**src/rtl/int_claim_pkg.sv**
```systemverilog
// Bus-side types for the interrupt claim arbiter: the hb slave view and the block select strobes.
package int_claim_pkg;

  typedef struct packed {
    logic [31:0] waddr;
    logic [31:0] wdata;
  } hb_slave_t;

  typedef struct packed {
    logic wen;
    logic ren;
  } sel_t;

endpackage

```
**src/rtl/int_claim_arbiter.sv**
```systemverilog
// External interrupt arbiter: level/edge conditioning, priority selection above a threshold,
// and claim (read) / complete (write) tracking of in-service sources.
module int_claim_arbiter
  import int_claim_pkg::*;
#(
  parameter int INT_NUM = 16
) (
  input  logic               hb_clk,
  input  logic               rst_sync_n,
  input  hb_slave_t          xt_hb,
  input  sel_t               sel,
  output logic [31:0]        rdata,
  input  logic [INT_NUM-1:0] irq_source,
  output logic [26:0]        custom_int_code,
  output logic               mextern_int
);

  localparam logic [2:0] OFF_ENABLE    = 3'd0;
  localparam logic [2:0] OFF_PENDING   = 3'd1;
  localparam logic [2:0] OFF_TRIGGER   = 3'd2;
  localparam logic [2:0] OFF_PRIORITY  = 3'd3;
  localparam logic [2:0] OFF_THRESHOLD = 3'd4;
  localparam logic [2:0] OFF_CLAIM     = 3'd5;

  // sel.wen / sel.ren are single-cycle strobes with no backpressure: a write commits at the
  // edge that samples wen, and a read loads rdata at the edge that samples ren.
  logic [INT_NUM-1:0]   enable_q, enable_d;
  logic [INT_NUM-1:0]   trigger_q, trigger_d;
  logic [2*INT_NUM-1:0] prio_q, prio_d;
  logic [1:0]           thresh_q, thresh_d;
  logic [INT_NUM-1:0]   pending_q, pending_d;
  logic [INT_NUM-1:0]   inservice_q, inservice_d;
  logic [INT_NUM-1:0]   irq_d_q, irq_d_d;
  logic [4:0]           best_id_q, best_id_d;
  logic [31:0]          rdata_q, rdata_d;

  logic [2:0]           addr;
  logic [INT_NUM-1:0]   rise;
  logic [INT_NUM-1:0]   claim_vec;
  logic [INT_NUM-1:0]   complete_vec;
  logic                 best_found;
  logic [1:0]           best_prio;
  logic [31:0]          rd_word;
  logic                 unused_hb;

  assign unused_hb = ^{xt_hb.waddr[31:5], xt_hb.waddr[1:0], xt_hb.wdata};

  always_comb begin
    addr         = xt_hb.waddr[4:2];
    rise         = irq_source & ~irq_d_q;
    irq_d_d      = irq_source;
    claim_vec    = '0;
    complete_vec = '0;
    for (int i = 0; i < INT_NUM; i++) begin
      if (sel.ren && (addr == OFF_CLAIM) && (best_id_q == 5'(i + 1))) claim_vec[i] = 1'b1;
      if (sel.wen && (addr == OFF_CLAIM) && (xt_hb.wdata[4:0] == 5'(i + 1))) complete_vec[i] = 1'b1;
    end

    // Edge sources latch until claimed; level sources just follow the line. A claim in the
    // same cycle as an edge wins, so that edge is lost.
    pending_d = ((trigger_q & (pending_q | (rise & ~inservice_q))) |
                 (~trigger_q & irq_source & ~inservice_q)) & ~claim_vec;
    // Complete is applied after claim so claim+complete of one ID leaves it idle.
    inservice_d = (inservice_q | claim_vec) & ~complete_vec;

    best_found = 1'b0;
    best_prio  = '0;
    best_id_d  = '0;
    for (int i = 0; i < INT_NUM; i++) begin
      if (pending_q[i] && enable_q[i] && !inservice_q[i] &&
          (prio_q[2*i +: 2] > thresh_q) &&
          (!best_found || (prio_q[2*i +: 2] > best_prio))) begin
        best_found = 1'b1;
        best_prio  = prio_q[2*i +: 2];
        best_id_d  = 5'(i + 1);
      end
    end

    enable_d  = enable_q;
    trigger_d = trigger_q;
    prio_d    = prio_q;
    thresh_d  = thresh_q;
    if (sel.wen) begin
      case (addr)
        OFF_ENABLE:    enable_d  = xt_hb.wdata[INT_NUM-1:0];
        OFF_TRIGGER:   trigger_d = xt_hb.wdata[INT_NUM-1:0];
        OFF_PRIORITY:  prio_d    = xt_hb.wdata[2*INT_NUM-1:0];
        OFF_THRESHOLD: thresh_d  = xt_hb.wdata[1:0];
        default: ;
      endcase
    end

    rd_word = '0;
    case (addr)
      OFF_ENABLE:    rd_word[INT_NUM-1:0]   = enable_q;
      OFF_PENDING:   rd_word[INT_NUM-1:0]   = pending_q;
      OFF_TRIGGER:   rd_word[INT_NUM-1:0]   = trigger_q;
      OFF_PRIORITY:  rd_word[2*INT_NUM-1:0] = prio_q;
      OFF_THRESHOLD: rd_word[1:0]           = thresh_q;
      OFF_CLAIM:     rd_word[4:0]           = best_id_q;
      default: ;
    endcase
    rdata_d = sel.ren ? rd_word : rdata_q;
  end

  always_ff @(posedge hb_clk) begin
    if (!rst_sync_n) begin
      enable_q    <= '0;
      trigger_q   <= '0;
      prio_q      <= '0;
      thresh_q    <= '0;
      pending_q   <= '0;
      inservice_q <= '0;
      irq_d_q     <= '0;
      best_id_q   <= '0;
      rdata_q     <= '0;
    end else begin
      enable_q    <= enable_d;
      trigger_q   <= trigger_d;
      prio_q      <= prio_d;
      thresh_q    <= thresh_d;
      pending_q   <= pending_d;
      inservice_q <= inservice_d;
      irq_d_q     <= irq_d_d;
      best_id_q   <= best_id_d;
      rdata_q     <= rdata_d;
    end
  end

  assign rdata           = rdata_q;
  assign custom_int_code = {22'b0, best_id_q};
  assign mextern_int     = (best_id_q != 5'd0);

endmodule
```
**config.mk**
```make
export PLATFORM = sky130hd
export DESIGN_NAME = int_claim_arbiter
export DESIGN_NICKNAME = d
export VERILOG_FILES = /design/src/rtl/int_claim_pkg.sv /design/src/rtl/int_claim_arbiter.sv
export SDC_FILE = /design/constraint.sdc
export NUM_CORES = 1
export LEC_CHECK = 0
export ABC_CLOCK_PERIOD_IN_PS = 37600
export BUFFER_PORTS_ARGS = -buffer_cell sky130_fd_sc_hd__buf_2
export CORE_MARGIN = 2
export CORE_UTILIZATION = 52
export CTS_CLUSTER_DIAMETER = 60
export CTS_CLUSTER_SIZE = 12
export DETAILED_ROUTE_END_ITERATION = 12
export PLACE_DENSITY_LB_ADDON = 0.08
export SETUP_SLACK_MARGIN = 0.05
export SYNTH_ARGS = -nofsm -noshare
export SYNTH_HDL_FRONTEND = slang
export SYNTH_SLANG_ARGS = --single-unit
```
**constraint.sdc**
```tcl
create_clock -name hb_clk -period 37.6 [get_ports hb_clk]
set_input_delay 7.52 -clock hb_clk [delete_from_list [all_inputs] [get_ports hb_clk]]
set_output_delay 7.52 -clock hb_clk [all_outputs]
set_load 0.01 [all_outputs]
```
=== Word level (Yosys, flattened, before mapping) ===
Index checks and enable logic that the tools add are counted.

* Flip-flop bits (word level): 151
* Output and inout port bits: 60
* Bits of input ports: 84
* Word-level logic and storage cells: 326

* Equal/unequal tests: 37
* Order comparisons: 31
* Mux-type cells: 82
* Reductions and logical operators: 150
* Bitwise logic cells: 16

{| class="wikitable"
|+ Operators with widths
! operator !! count
|-
| $and A16 B16 Y16 || 7
|-
| $logic_and A1 B1 Y1 || 97
|-
| $eq A5 B4 Y1 const B || 16
|-
| $not A16 Y16 || 5
|-
| $mux W5 || 15
|-
| $gt A2 B2 Y1 || 31
|-
| $mux W1 || 48
|-
| $or A16 B16 Y16 || 3
|-
| $pmux W11 S4 || 1
|-
| $eq A5 B3 Y1 const B || 8
|-
| $logic_not A1 Y1 || 31
|-
| $mux W2 || 15
|-
| $eq A5 B2 Y1 const B || 4
|-
| $mux W16 || 1
|-
| $logic_or A1 B1 Y1 || 15
|-
| $pmux W3 S5 || 1
|-
| $pmux W2 S6 || 1
|-
| $eq A5 B1 Y1 const B || 2
|-
| $eq A5 B5 Y1 const B || 2
|-
| $reduce_and A2 Y1 || 4
|-
| $eq A3 B2 Y1 const B || 2
|-
| $eq A3 B3 Y1 const B || 2
|-
| $reduce_bool A5 Y1 || 1
|-
| $eq A3 B1 Y1 const B || 1
|-
| 3 further kinds || 3
|}

=== Longest topological paths before layout ===
Gate-level depths: netlist (run 1).

* Word-level depth: 64
* Mapped depth: 106
* Mapped depth without buffers: 106

=== Least setup slack after synthesis (run 1) ===
No wires, ideal clock.

* Path kind: register to register
* From: register thresh_q[1]
* To: register best_id_q[1]
* Clock period less this slack: 17.166 ns
* Path buffers: 0
* Data required time: 37.526 ns
* Setup slack: 20.434 ns
* Cell stages (with the launch flop): 99
* Arrival time: 17.091 ns
* Library setup time: 0.074 ns
* Cells stage by stage: dfxtp_1 inv_1 ha_1 nor2b_1 o211a_4 nand2_1 ha_1 nor2b_1 o21ai_1 o211a_1 a21oi_1 ha_1 nor2b_1 o21ai_1 o21ai_1 a221oi_2 nor2_1 inv_1 (+63 left out) a22oi_1 ha_1 nor2_1 maj3_2 o21ai_2 mux2i_1 ha_1 nor2b_1 o21ai_0 nand2_1 nand2_1 o21ai_0 o22a_1 ha_1 a21oi_1 o21ai_0 nand2_1 a31oi_1

* Longest elaborated chain between the ends: 63
* Elaborated cells on any way between the ends: 137
* Those cells by class: order compare: 31; mux: 44; reduce/logical: 62

{| class="wikitable"
|+ RTL lines
! item !! line !! text
|-
| from (decl) || int_claim_arbiter.sv:30 || <nowiki>logic [1:0] thresh_q, thresh_d;</nowiki>
|-
| from (signal assigned) || int_claim_arbiter.sv:121 || <nowiki>thresh_q <= thresh_d;</nowiki>
|-
| $gt A2 B2 Y1 || int_claim_arbiter.sv:71 || <nowiki>(prio_q[2*i +: 2] > thresh_q) &&</nowiki>
|-
| $logic_and A1 B1 Y1 || int_claim_arbiter.sv:70 || <nowiki>if (pending_q[i] && enable_q[i] && !inservice_q[i] &&</nowiki>
|-
| $mux W2 / $mux W1 (equally long branches) || int_claim_arbiter.sv:70 ||
|-
| $gt A2 B2 Y1 / $logic_not A1 Y1 (equally long branches) || int_claim_arbiter.sv:72 || <nowiki>(!best_found || (prio_q[2*i +: 2] > best_prio))) begin</nowiki>
|-
| $logic_or A1 B1 Y1 || int_claim_arbiter.sv:72 ||
|-
| $logic_and A1 B1 Y1 || int_claim_arbiter.sv:71 ||
|-
| $mux W2 / $mux W1 (equally long branches) || int_claim_arbiter.sv:70 ||
|-
| $gt A2 B2 Y1 / $logic_not A1 Y1 (equally long branches) || int_claim_arbiter.sv:72 ||
|-
| (+47 left out) || - ||
|-
| $gt A2 B2 Y1 / $logic_not A1 Y1 (equally long branches) || int_claim_arbiter.sv:72 ||
|-
| $logic_or A1 B1 Y1 || int_claim_arbiter.sv:72 ||
|-
| $logic_and A1 B1 Y1 || int_claim_arbiter.sv:71 ||
|-
| $mux W2 / $mux W1 (equally long branches) || int_claim_arbiter.sv:70 ||
|-
| $gt A2 B2 Y1 / $logic_not A1 Y1 (equally long branches) || int_claim_arbiter.sv:72 ||
|-
| $logic_or A1 B1 Y1 || int_claim_arbiter.sv:72 ||
|-
| $logic_and A1 B1 Y1 || int_claim_arbiter.sv:71 ||
|-
| $reduce_or A2 Y1 (no line) || - ||
|-
| to (signal assigned) || int_claim_arbiter.sv:125 || <nowiki>best_id_q <= best_id_d;</nowiki>
|-
| to (decl) || int_claim_arbiter.sv:34 || <nowiki>logic [4:0] best_id_q, best_id_d;</nowiki>
|}

Several ways; a longest one is shown, not always the timed one.
A chain may end at the register's enable or synchronous reset.

=== Final worst setup path (run 1) ===
Same ends and word-level chain as after synthesis.

==> impl_metrics.yaml, run 1 <==
floorplanning:
  floorplan_core_area_um2: 15890
  floorplan.initialDensity: 0.5319
  chipWidth_um: 131.5
  die-height_um: 131.5
  floorplan.die_area_um2: 17280
  placementRows: 46
  io-pin-count: 144
route:
  dr.first_iter.drc_count: 558
  wl_met2_um: 10670
  wl_per_cell_um: 18.22
  wl_met1_um: 11520
  vias_per_cell: 5.694
  dr_total_vias: 7562
  highest_layer: "met4"
  drcViolationCount: 0
  wirelength_um: 24190
  detailedRoute.firstPassIterationCount: 5
  antenna_left: 0
  total_length_of_routed_met3_wires_um: 1405
placement:
  placement.setup.worst_slack_ns: 18.14
  place_congestion: 0.9016
  dp_hpwl_um: 16400
  portBuffers: 92
  place_area_um2: 8991
global_route:
  grt_overflow_total: 0
  groute.usage.overall: 0.2811
  grt_max_degree: 100
  grt_antenna_before_repair: 0
  grt_pass1_wl_um: 38220
  grt_pass1_vias: 6971
synthesis:
  synthDistinctLibCells: 87
  post_synth_and_or_nand_nor_area_fraction: 0.2320
  synthXorXnorAreaFrac: 0
  syn_inst: 1027
  synth_enable_flop_cells: 0
  netlist_top_cells_area: "sky130_fd_sc_hd__dfxtp_1 (36%), sky130_fd_sc_hd__nand2_1 (8.2%), sky130_fd_sc_hd__ha_1 (8.1%)"
  yosysWarningCount: 0
  syn_area_per_cell_um2: 8.227
  mappedNetlistArea_um2: 8449
  synth_seq_area_share: 0.3578
  synthAdderAreaFrac: 0.08411
  synth_flop_cell: "sky130_fd_sc_hd__dfxtp_1"
  portion_of_synthesized_cell_area_occupied_by_the_leading_cell_type: 0.3578
  synth.mux.area_fraction: 0.04665
  synth-compound-area-share: 0.2190
  synth_top_family_by_area: "simple AND/OR/NAND/NOR gates"
  synth_area_leader_cell: "sky130_fd_sc_hd__dfxtp_1"
  yosys_register_bits: 151
  asyncSetResetFlopFracSynth: 0
min_path:
  worstHoldPathType: "register to register"
sta:
  fin_tns_setup_ns: 0
  slew_headroom: 0.2542
  finalSetupViolations: 0
  final_period_util: 0.5275
  worst_clock_skew_ns: 0.008021
  timing.final.crit_period_ns: 19.83
  fmax_ghz: 0.05042
  worst_pin_slew_ns: 1.119
  unrepaired_setup_endpoints_after_global_routing: "no"
  setup_slack_ns: 17.77
  slew_violations: 0
  hold_viol_final: 0
power:
  p_leak_nw: 3.881
  pwr_density_cell_nw_per_um2: 38.75
  worst_ir_drop_vdd_mv: 0.03202
cells_and_area:
  combined_area_of_the_multi_input_logic_cells_um2: 5017
  n_antenna_cell: 0
  fillers: 1517
  design.final.nets: 1238
  finalInstanceArea_um2: 9598
  layout-area-overhead-vs-synth_pct: 13.59
  layout-drive-gt1-share: 0.1817
  regArea_um2: 3023
  fin_util: 0.6042
setup_path:
  worstPathMaxFanout: 16
  crit_required_ns: 37.95
  worst_path_largest_cell_delay_ns: 0.48
  setup.worst_path.class: "register to register"
  slowest_stage: "sky130_fd_sc_hd__ha_1"
  timing.critical_path.arrival_ns: 20.18
  timing.critical_path.mode_cell: "sky130_fd_sc_hd__ha_1"
  timing.critical_path.to_type: "register"
  crit_path_start_kind: "register"
run:
  max_cap_viol_count: 0
cts:
  cts.hold.buffers_added: 0
  insertion_delay_ns: 0.43
  cts_resized: 0
  cts-buffers-inserted: 17
  tritoncts: "done"
  htree_levels: 4
  cts_max_path_buffers: 2
  cts_setup_buffers: 0
  clk_pin_slew_worst_paths_ns: 0.06
  root_buffer: "sky130_fd_sc_hd__clkbuf_16"
  clock-sinks: 151
status:
  run_status: "completed"
-- logic make-up (layout without fill, tap and decap cells) --
| family | count (synthesis) | count (layout) |
|---|---|---|
| simple gates | 420 | 420 |
| compound gates | 263 | 263 |
| flops | 151 | 151 |
| buf+inv | 113 | 177 |
| fa+ha+maj | 57 | 57 |
| mux | 22 | 22 |
| other cells | 1 | 22 |
-- worst paths after layout --
kind	cells after the start	slack, ns	from	endpoint
worst min-delay path	2	0.47	prio_q[20]	prio_q[20]
worst min register to register	2	0.47	prio_q[20]	prio_q[20]
worst max-delay path	101	17.77	thresh_q[1]	best_id_q[1]
worst max register to register	101	17.77	thresh_q[1]	best_id_q[1]
-- registers in the layout, summed over array words and instances, names as in the netlist --
| name | flops |
|---|---|
| thresh_q | 2 |
| prio_q | 32 |
| inservice_q | 16 |
| rdata | 32 |
| irq_d_q | 16 |
| enable_q | 16 |
| trigger_q | 16 |
| best_id_q | 5 |
| pending_q | 16 |
-- worst max-delay path: cells and delay by family, from the launching register on --
family | cells | cell delay [ns]
compound gates | 47 | 9.08
fa+ha+maj | 17 | 4.92
simple gates | 33 | 4.29
mux | 2 | 0.61
buf+inv | 2 | 0.48
flops | 1 | 0.36
-- power breakdown --
group | total, mW | internal, mW | switching [mW] | leakage, nW
registers | 0.167 | 0.164 | 0.00304 | 1.23
logic | 0.0283 | 0.00977 | 0.0186 | 2.35
clock network | 0.177 | 0.107 | 0.0693 | 0.302
total | 0.372 | 0.281 | 0.0909 | 3.88
-- layout make-up --
type	count	share of cell area
clock inverters	13	0.01603
multi-input cells	784	0.5227
well taps	216	0.02816
inverters	48	0.01903
repair buffers	97	0.05188
clock buffers	19	0.04719
flip-flops and latches	151	0.3150
-- cell usage after synthesis (4+ instances only) --
library cell / instances
sky130_fd_sc_hd__nor2b_1: 48
sky130_fd_sc_hd__or3_1: 4
sky130_fd_sc_hd__nand2b_1: 11
sky130_fd_sc_hd__a31oi_1: 7
sky130_fd_sc_hd__buf_1: 4
sky130_fd_sc_hd__mux2i_1: 6
sky130_fd_sc_hd__o221a_2: 13
sky130_fd_sc_hd__clkbuf_1: 39
sky130_fd_sc_hd__mux4_2: 13
sky130_fd_sc_hd__a211oi_1: 18
sky130_fd_sc_hd__o21ai_1: 4
sky130_fd_sc_hd__nand2_1: 184
sky130_fd_sc_hd__a221oi_1: 6
sky130_fd_sc_hd__o21ai_0: 21
sky130_fd_sc_hd__nor2_1: 96
sky130_fd_sc_hd__nand3_1: 8
sky130_fd_sc_hd__nor3_1: 30
sky130_fd_sc_hd__inv_1: 48
sky130_fd_sc_hd__buf_4: 22
sky130_fd_sc_hd__o2111ai_1: 4
sky130_fd_sc_hd__ha_1: 55
sky130_fd_sc_hd__a21oi_1: 132
sky130_fd_sc_hd__nand3b_1: 11
sky130_fd_sc_hd__dfxtp_1: 151
-- per-stage QoR --
step	std cells	hold slack (ns)	total power, mW
finish	1328	0.4738	0.3719
global route	1328	0.5055	0.3840
CTS	1328	0.4744	0.3739
detailed placement	1296	0.4664	0.1983
global placement	1296	0.4606	0.1978
floorplan	1048	0.4454	0.1894
-- cell usage in the layout (no fill, tap or decap), drive strengths merged, types with 13 or more instances in the layout --
master,netlist,routed
nand2,184,184
dfxtp,151,151
a21oi,136,136
buf,26,97
nor2,96,96
ha,55,55
nor2b,52,52
inv,48,48
nor3,31,31
o21ai,28,28
conb,1,22
clkbuf,39,19
a211oi,18,18
o221a,13,13
mux4,13,13
-- routing by layer --
| metal | global-route usage | vias to the layer above |
|---|---|---|
| li1 | - | 3724 |
| met4 | 0.1057 | 0 |
| met2 | 0.4238 | 251 |
| met1 | 0.3997 | 3543 |
| met3 | 0.05285 | 44 |
| met5 | 0 | - |
Power figures use the tool's default switching activity.
==> run 2: changes to the inputs <==
ABC_CLOCK_PERIOD_IN_PS = 19300   (was 37600)
clock period = 19.3 ns   (was 37.6 ns; I/O delays follow)
==> run 2 against run 1 <==
Against the previous run: critical path depth is 2 higher; global-route usage is 0.28 points lower; via count is 0.12% higher; worst setup slack worse by 16 ns; cell count is 0.68% higher; power is 95% higher; die area stayed put; sequential share of layout area is 0.44 points lower; combinational power is 96% higher; first-iteration DRC count is 17% lower; count of clock-buffer cells in the layout stayed put; sequential cell count stayed put; highest routed layer unchanged.
==> impl_metrics.yaml, run 2 (synthesis results as in run 1) <==
setup_path:
  setup.worst_path.class: "register to register"
  crit_path_start_kind: "register"
  timing.rr.start: "thresh_q[1]"
  timing.critical_path.to_type: "register"
  slowest_stage: "sky130_fd_sc_hd__or3_4"
  worstPathMaxFanout: 7
  worst_path_largest_cell_delay_ns: 0.39
  critical_path.startpoint: "thresh_q[1]"
  timing.critical_path.mode_cell: "sky130_fd_sc_hd__ha_1"
  timing.critical_path.arrival_ns: 18.36
  crit_required_ns: 19.66
  worst-path-buf-inv: 4
  cp_top_family: "compound AO/OA/AOI/OAI gates"
cells_and_area:
  n_antenna_cell: 0
  most_used_cells_in_the_layout_excluding_fill_and_tap_cells: "sky130_fd_sc_hd__nand2_1 (183), sky130_fd_sc_hd__dfxtp_1 (151), sky130_fd_sc_hd__a21oi_1 (129)"
  layout-drive-gt1-share: 0.2016
  design.final.nets: 1248
  most_common_library_cell_in_the_layout_ignoring_fill_and_taps: "sky130_fd_sc_hd__nand2_1"
  fillers: 1488
  layout-area-overhead-vs-synth_pct: 15.19
global_route:
  grt_antenna_before_repair: 0
  grt_pass1_wl_um: 37860
  grt_max_degree: 97
  grt_overflow_total: 0
  grt_pass1_vias: 7011
  groute.usage.overall: 0.2782
sta:
  final_period_util: 0.9326
  hold_viol_final: 0
  timing.final.crit_period_ns: 18.00
  fmax_ghz: 0.05556
  slew_headroom: 0.2992
  slew_violations: 0
  fin_tns_setup_ns: 0
  worst_pin_slew_ns: 1.050
  finalSetupViolations: 0
  worst_clock_skew_ns: 0.01007
power:
  worst_ir_drop_vdd_mv: 0.06555
  post-layout-total-power_mw: 0.7251
  p_leak_nw: 3.927
  pwr_density_cell_nw_per_um2: 74.50
cts:
  cts.hold.buffers_added: 0
  tritoncts: "done"
  htree_levels: 4
  clk_pin_slew_worst_paths_ns: 0.06
  cts-buffers-inserted: 17
  clock-sinks: 151
  cts_max_path_buffers: 2
  root_buffer: "sky130_fd_sc_hd__clkbuf_16"
  insertion_delay_ns: 0.43
status:
  run_status: "completed"
route:
  dr_total_vias: 7571
  wirelength_um: 24210
  detailedRoute.firstPassIterationCount: 5
  vias_per_cell: 5.663
  drcViolationCount: 0
  wl_per_cell_um: 18.11
  dr.first_iter.drc_count: 461
  antenna_left: 0
min_path:
  hold_path.startpoint: "enable_q[0]"
  worstHoldPathType: "register to register"
floorplanning:
  floorplan.initialDensity: 0.5319
  placementRows: 46
  chipWidth_um: 131.5
  floorplan.die_area_um2: 17280
  die-height_um: 131.5
  io-pin-count: 144
  floorplan_core_area_um2: 15890
run:
  max_cap_viol_count: 0
placement:
  dp_hpwl_um: 16540
  place_congestion: 0.9063
  portBuffers: 92
[run 2: repair_timing]
| action | in CTS | in global routing |
|---|---|---|
| buffers inserted | 0 | 6 |
| resized for setup | 0 | 21 |
| setup endpoints to repair | 0 | 5 |
[run 2: path summary, 6_finish.rpt]
kind / end / slack (ns) / cells past startpoint
setup / recovery: best_id_q[1] / 1.30 / 103
hold / removal: enable_q[0] / 0.48 / 2
setup reg to reg: best_id_q[1] / 1.30 / 103
hold reg to reg: enable_q[0] / 0.48 / 2
[run 2: routing by layer]
layer,routed length [um],global-route usage,vias up
li1,-,-,3742
met1,11520,0.3952,3549
met2,10740,0.4235,242
met3,1521,0.06443,38
met4,430,0.07850,0
met5,0,0,-
[run 2: where the power goes]
part	switching, mW	total [mW]	internal, mW
Clock	0.138	0.344	0.206
Sequential	0.00600	0.325	0.319
Combinational	0.0361	0.0554	0.0193
[run 2: per-stage QoR]
stage                     worst slack (ns)  cell area [um2]    util  std cells  hold WS (ns)
after floorplan                      2.134             8528       -       1048        0.4454
after global placement              0.7344             9021  0.5679       1300        0.4617
after global routing              -0.02229             9733  0.6127       1337        0.4963
final                                1.300             9733  0.6127       1337        0.4766
after CTS                           0.4287             9618  0.6055       1331        0.4787
after detailed placement            0.5825             9021  0.5679       1300        0.4708
[run 2: worst register-to-register path: cells and delay by family (launching register included)]
family          cells  cell delay [ns]
fa+ha+maj          17             4.75
buf+inv             4             0.46
simple gates       34             4.20
compound gates     46             7.48
flops               1             0.37
mux                 2             0.62
[run 2: layout make-up]
type / count / area, um2 / share of cell area
multi-input combinational: 784 / 5087 / 0.5227
timing repair buffer: 107 / 573.1 / 0.05888
tap: 216 / 270.3 / 0.02777
inverter: 48 / 182.7 / 0.01877
clock inverter: 12 / 153.9 / 0.01581
clock buffer: 19 / 442.9 / 0.04551
sequential: 151 / 3023 / 0.3106
==> run 3: changes to the inputs <==
ABC_CLOCK_PERIOD_IN_PS = 22300   (was 19300)
CELL_PAD_IN_SITES_DETAIL_PLACEMENT = 0   (was unset)
CELL_PAD_IN_SITES_GLOBAL_PLACEMENT = 1   (was unset)
CORE_UTILIZATION = 45   (was 52)
clock period = 22.3 ns   (was 19.3 ns; I/O delays follow)
==> run 3 against run 2 <==
Against the previous run: via count shrank 1.7%; cell count is 0.90% higher; critical path type unchanged; wire length rose by 4.8%; highest routed layer unchanged; clock skew up 0.0020 ns; power down 8.5%; largest power group unchanged; critical path depth shrank 4; sequential cell count is the same; first-iteration DRC count shrank 10%; clock power is 3% lower.
==> impl_metrics.yaml, run 3 (synthesis results as in run 1) <==
placement:
  place_congestion: 0.8671
  portBuffers: 92
  dp_hpwl_um: 17820
  place.detailed.instances: 1317
floorplanning:
  die-height_um: 141.0
  chipWidth_um: 141.0
  io-pin-count: 144
  floorplan.initialDensity: 0.4547
  placementRows: 50
  floorplan.die_area_um2: 19890
  floorplan_core_area_um2: 18580
setup_path:
  reg2regPathDepth: 99
  worst_path_largest_cell_delay_ns: 0.40
  slowest_stage: "sky130_fd_sc_hd__a221oi_2"
  timing.rr.start: "thresh_q[1]"
  worstPathMaxFanout: 8
  timing.critical_path.to_type: "register"
  r2r_slack_ns: 2.90
  crit_path_start_kind: "register"
  timing.critical_path.arrival_ns: 19.75
  setup.worst_path.class: "register to register"
  ff_to_ff_end: "best_id_q[1]"
  timing.critical_path.mode_cell: "sky130_fd_sc_hd__ha_1"
  crit_required_ns: 22.65
cells_and_area:
  most_used_cells_in_the_layout_excluding_fill_and_tap_cells: "sky130_fd_sc_hd__nand2_1 (184), sky130_fd_sc_hd__dfxtp_1 (151), sky130_fd_sc_hd__a21oi_1 (132)"
  most_common_library_cell_in_the_layout_ignoring_fill_and_taps: "sky130_fd_sc_hd__nand2_1"
  layout-area-overhead-vs-synth_pct: 14.81
  n_antenna_cell: 0
  fillers: 1836
  layout-drive-gt1-share: 0.1830
  design.final.nets: 1241
  finalNonFillerCells: 1349
cts:
  clk_pin_slew_worst_paths_ns: 0.06
  cts_setup_buffers: 0
  insertion_delay_ns: 0.43
  root_buffer: "sky130_fd_sc_hd__clkbuf_16"
  cts_max_path_buffers: 2
  cts_resized: 0
  htree_levels: 4
  tritoncts: "done"
  cts.hold.buffers_added: 0
  cts-buffers-inserted: 17
  clock-sinks: 151
min_path:
  hold_path.startpoint: "enable_q[10]"
  depth_of_the_worst_hold_timing_path: 2
  worstHoldPathType: "register to register"
  hold-path-endpoint: "enable_q[10]"
global_route:
  grt_antenna_before_repair: 0
  groute.usage.overall: 0.2648
  grt_pass1_vias: 7012
  grt_max_degree: 98
  grt_pass1_wl_um: 40290
  grt_overflow_total: 0
power:
  worst_ir_drop_vdd_mv: 0.04957
  pwr_density_cell_nw_per_um2: 68.41
  share_seq_of_total_power: 0.424
  cellInternalPower_mw: 0.5035
  power.combinational.fraction: 0.072
  power.share.switching: 0.2413
  p_leak_nw: 3.910
  net_switching_component_of_the_power_mw: 0.1601
  power.share.clock: 0.504
status:
  run_status: "completed"
route:
  dr.first_iter.drc_count: 414
  antenna_left: 0
  wl_per_cell_um: 18.81
  wirelength_um: 25370
  drcViolationCount: 0
  dr_total_vias: 7442
  vias_per_cell: 5.517
  detailedRoute.firstPassIterationCount: 5
sta:
  worst_clock_skew_ns: 0.01207
  slew_violations: 0
  final_period_util: 0.8700
  fmax_ghz: 0.05155
  unrepaired_setup_endpoints_after_global_routing: "no"
  worst_pin_slew_ns: 1.100
  hold_viol_final: 0
  timing.final.crit_period_ns: 19.40
  slew_headroom: 0.2664
  fin_tns_setup_ns: 0
  worst_hold_slack_ns: 0.4727
  finalSetupViolations: 0
run:
  max_cap_viol_count: 0
## run 3: cell types whose count changed in the layout (fill, tap and decap cells not counted), sizes merged
cell | before | now
buf | 107 | 100
bufinv | 3 | 6
clkbuf | 19 | 17
clkinv | 9 | 3
clkinvlp | 0 | 3
inv | 48 | 51
## run 3: worst max path at each step
stage	start	endpoint	slack (ns)	cells after the start
3_3_place_gp	thresh_q[1]	best_id_q[1]	3.13	100
4_1_cts	thresh_q[1]	best_id_q[1]	2.95	101
3_5_place_dp	thresh_q[1]	best_id_q[1]	3.07	100
6_report	thresh_q[1]	best_id_q[1]	2.90	99
5_1_grt	thresh_q[1]	best_id_q[1]	0.86	99
2_1_floorplan	thresh_q[1]	best_id_q[1]	5.13	98
## run 3: layout make-up
cell class / count / area, um2 / area share
Timing Repair Buffer: 100 / 520.5 / 0.05366
Multi-Input combinational cell: 784 / 5009 / 0.5163
Sequential cell: 151 / 3023 / 0.3116
Tap cell: 234 / 292.8 / 0.03018
Clock inverter: 15 / 247.7 / 0.02554
Clock buffer: 17 / 425.4 / 0.04385
Inverter: 48 / 182.7 / 0.01883
## run 3: worst max-delay path: cells and delay by family (launching register included)
kind,cells,cell delay (ns)
AO/OA/AOI/OAI,46,9.39
adder cells (fa/ha/maj),17,4.76
flip-flops,1,0.36
buffers and inverters,2,0.15
multiplexers,2,0.63
AND/OR/NAND/NOR,32,4.03
## run 3: stage by stage
stage,power (mW),util,area (um2),setup slack [ns]
floorplan,0.3194,-,8528,5.134
CTS,0.6691,0.5221,9701,2.949
finish,0.6636,0.5221,9701,2.900
global route,0.6852,0.5221,9701,0.8606
global placement,0.3347,0.4859,9027,3.126
detailed placement,0.3353,0.4859,9027,3.067
## run 3: power by group through the flow
| stage | Combinational [mW] | Clock [mW] | Sequential, mW |
|---|---|---|---|
| 4_1_cts | 0.0484 | 0.340 | 0.281 |
| 3_3_place_gp | 0.0475 | 0 | 0.287 |
| 2_1_floorplan | 0.0333 | 0 | 0.286 |
| 6_report | 0.0481 | 0.334 | 0.281 |
| 5_1_grt | 0.0537 | 0.349 | 0.282 |
| 3_5_place_dp | 0.0481 | 0 | 0.287 |
## run 3: per-layer routing
layer	share of wire	track usage	up-vias	wire, um
met5	0	0	-	0
met4	0.025	0.09105	0	627
met3	0.047	0.05027	34	1203
met2	0.45	0.4159	203	11530
met1	0.47	0.3663	3477	12010
li1	-	-	3728	-
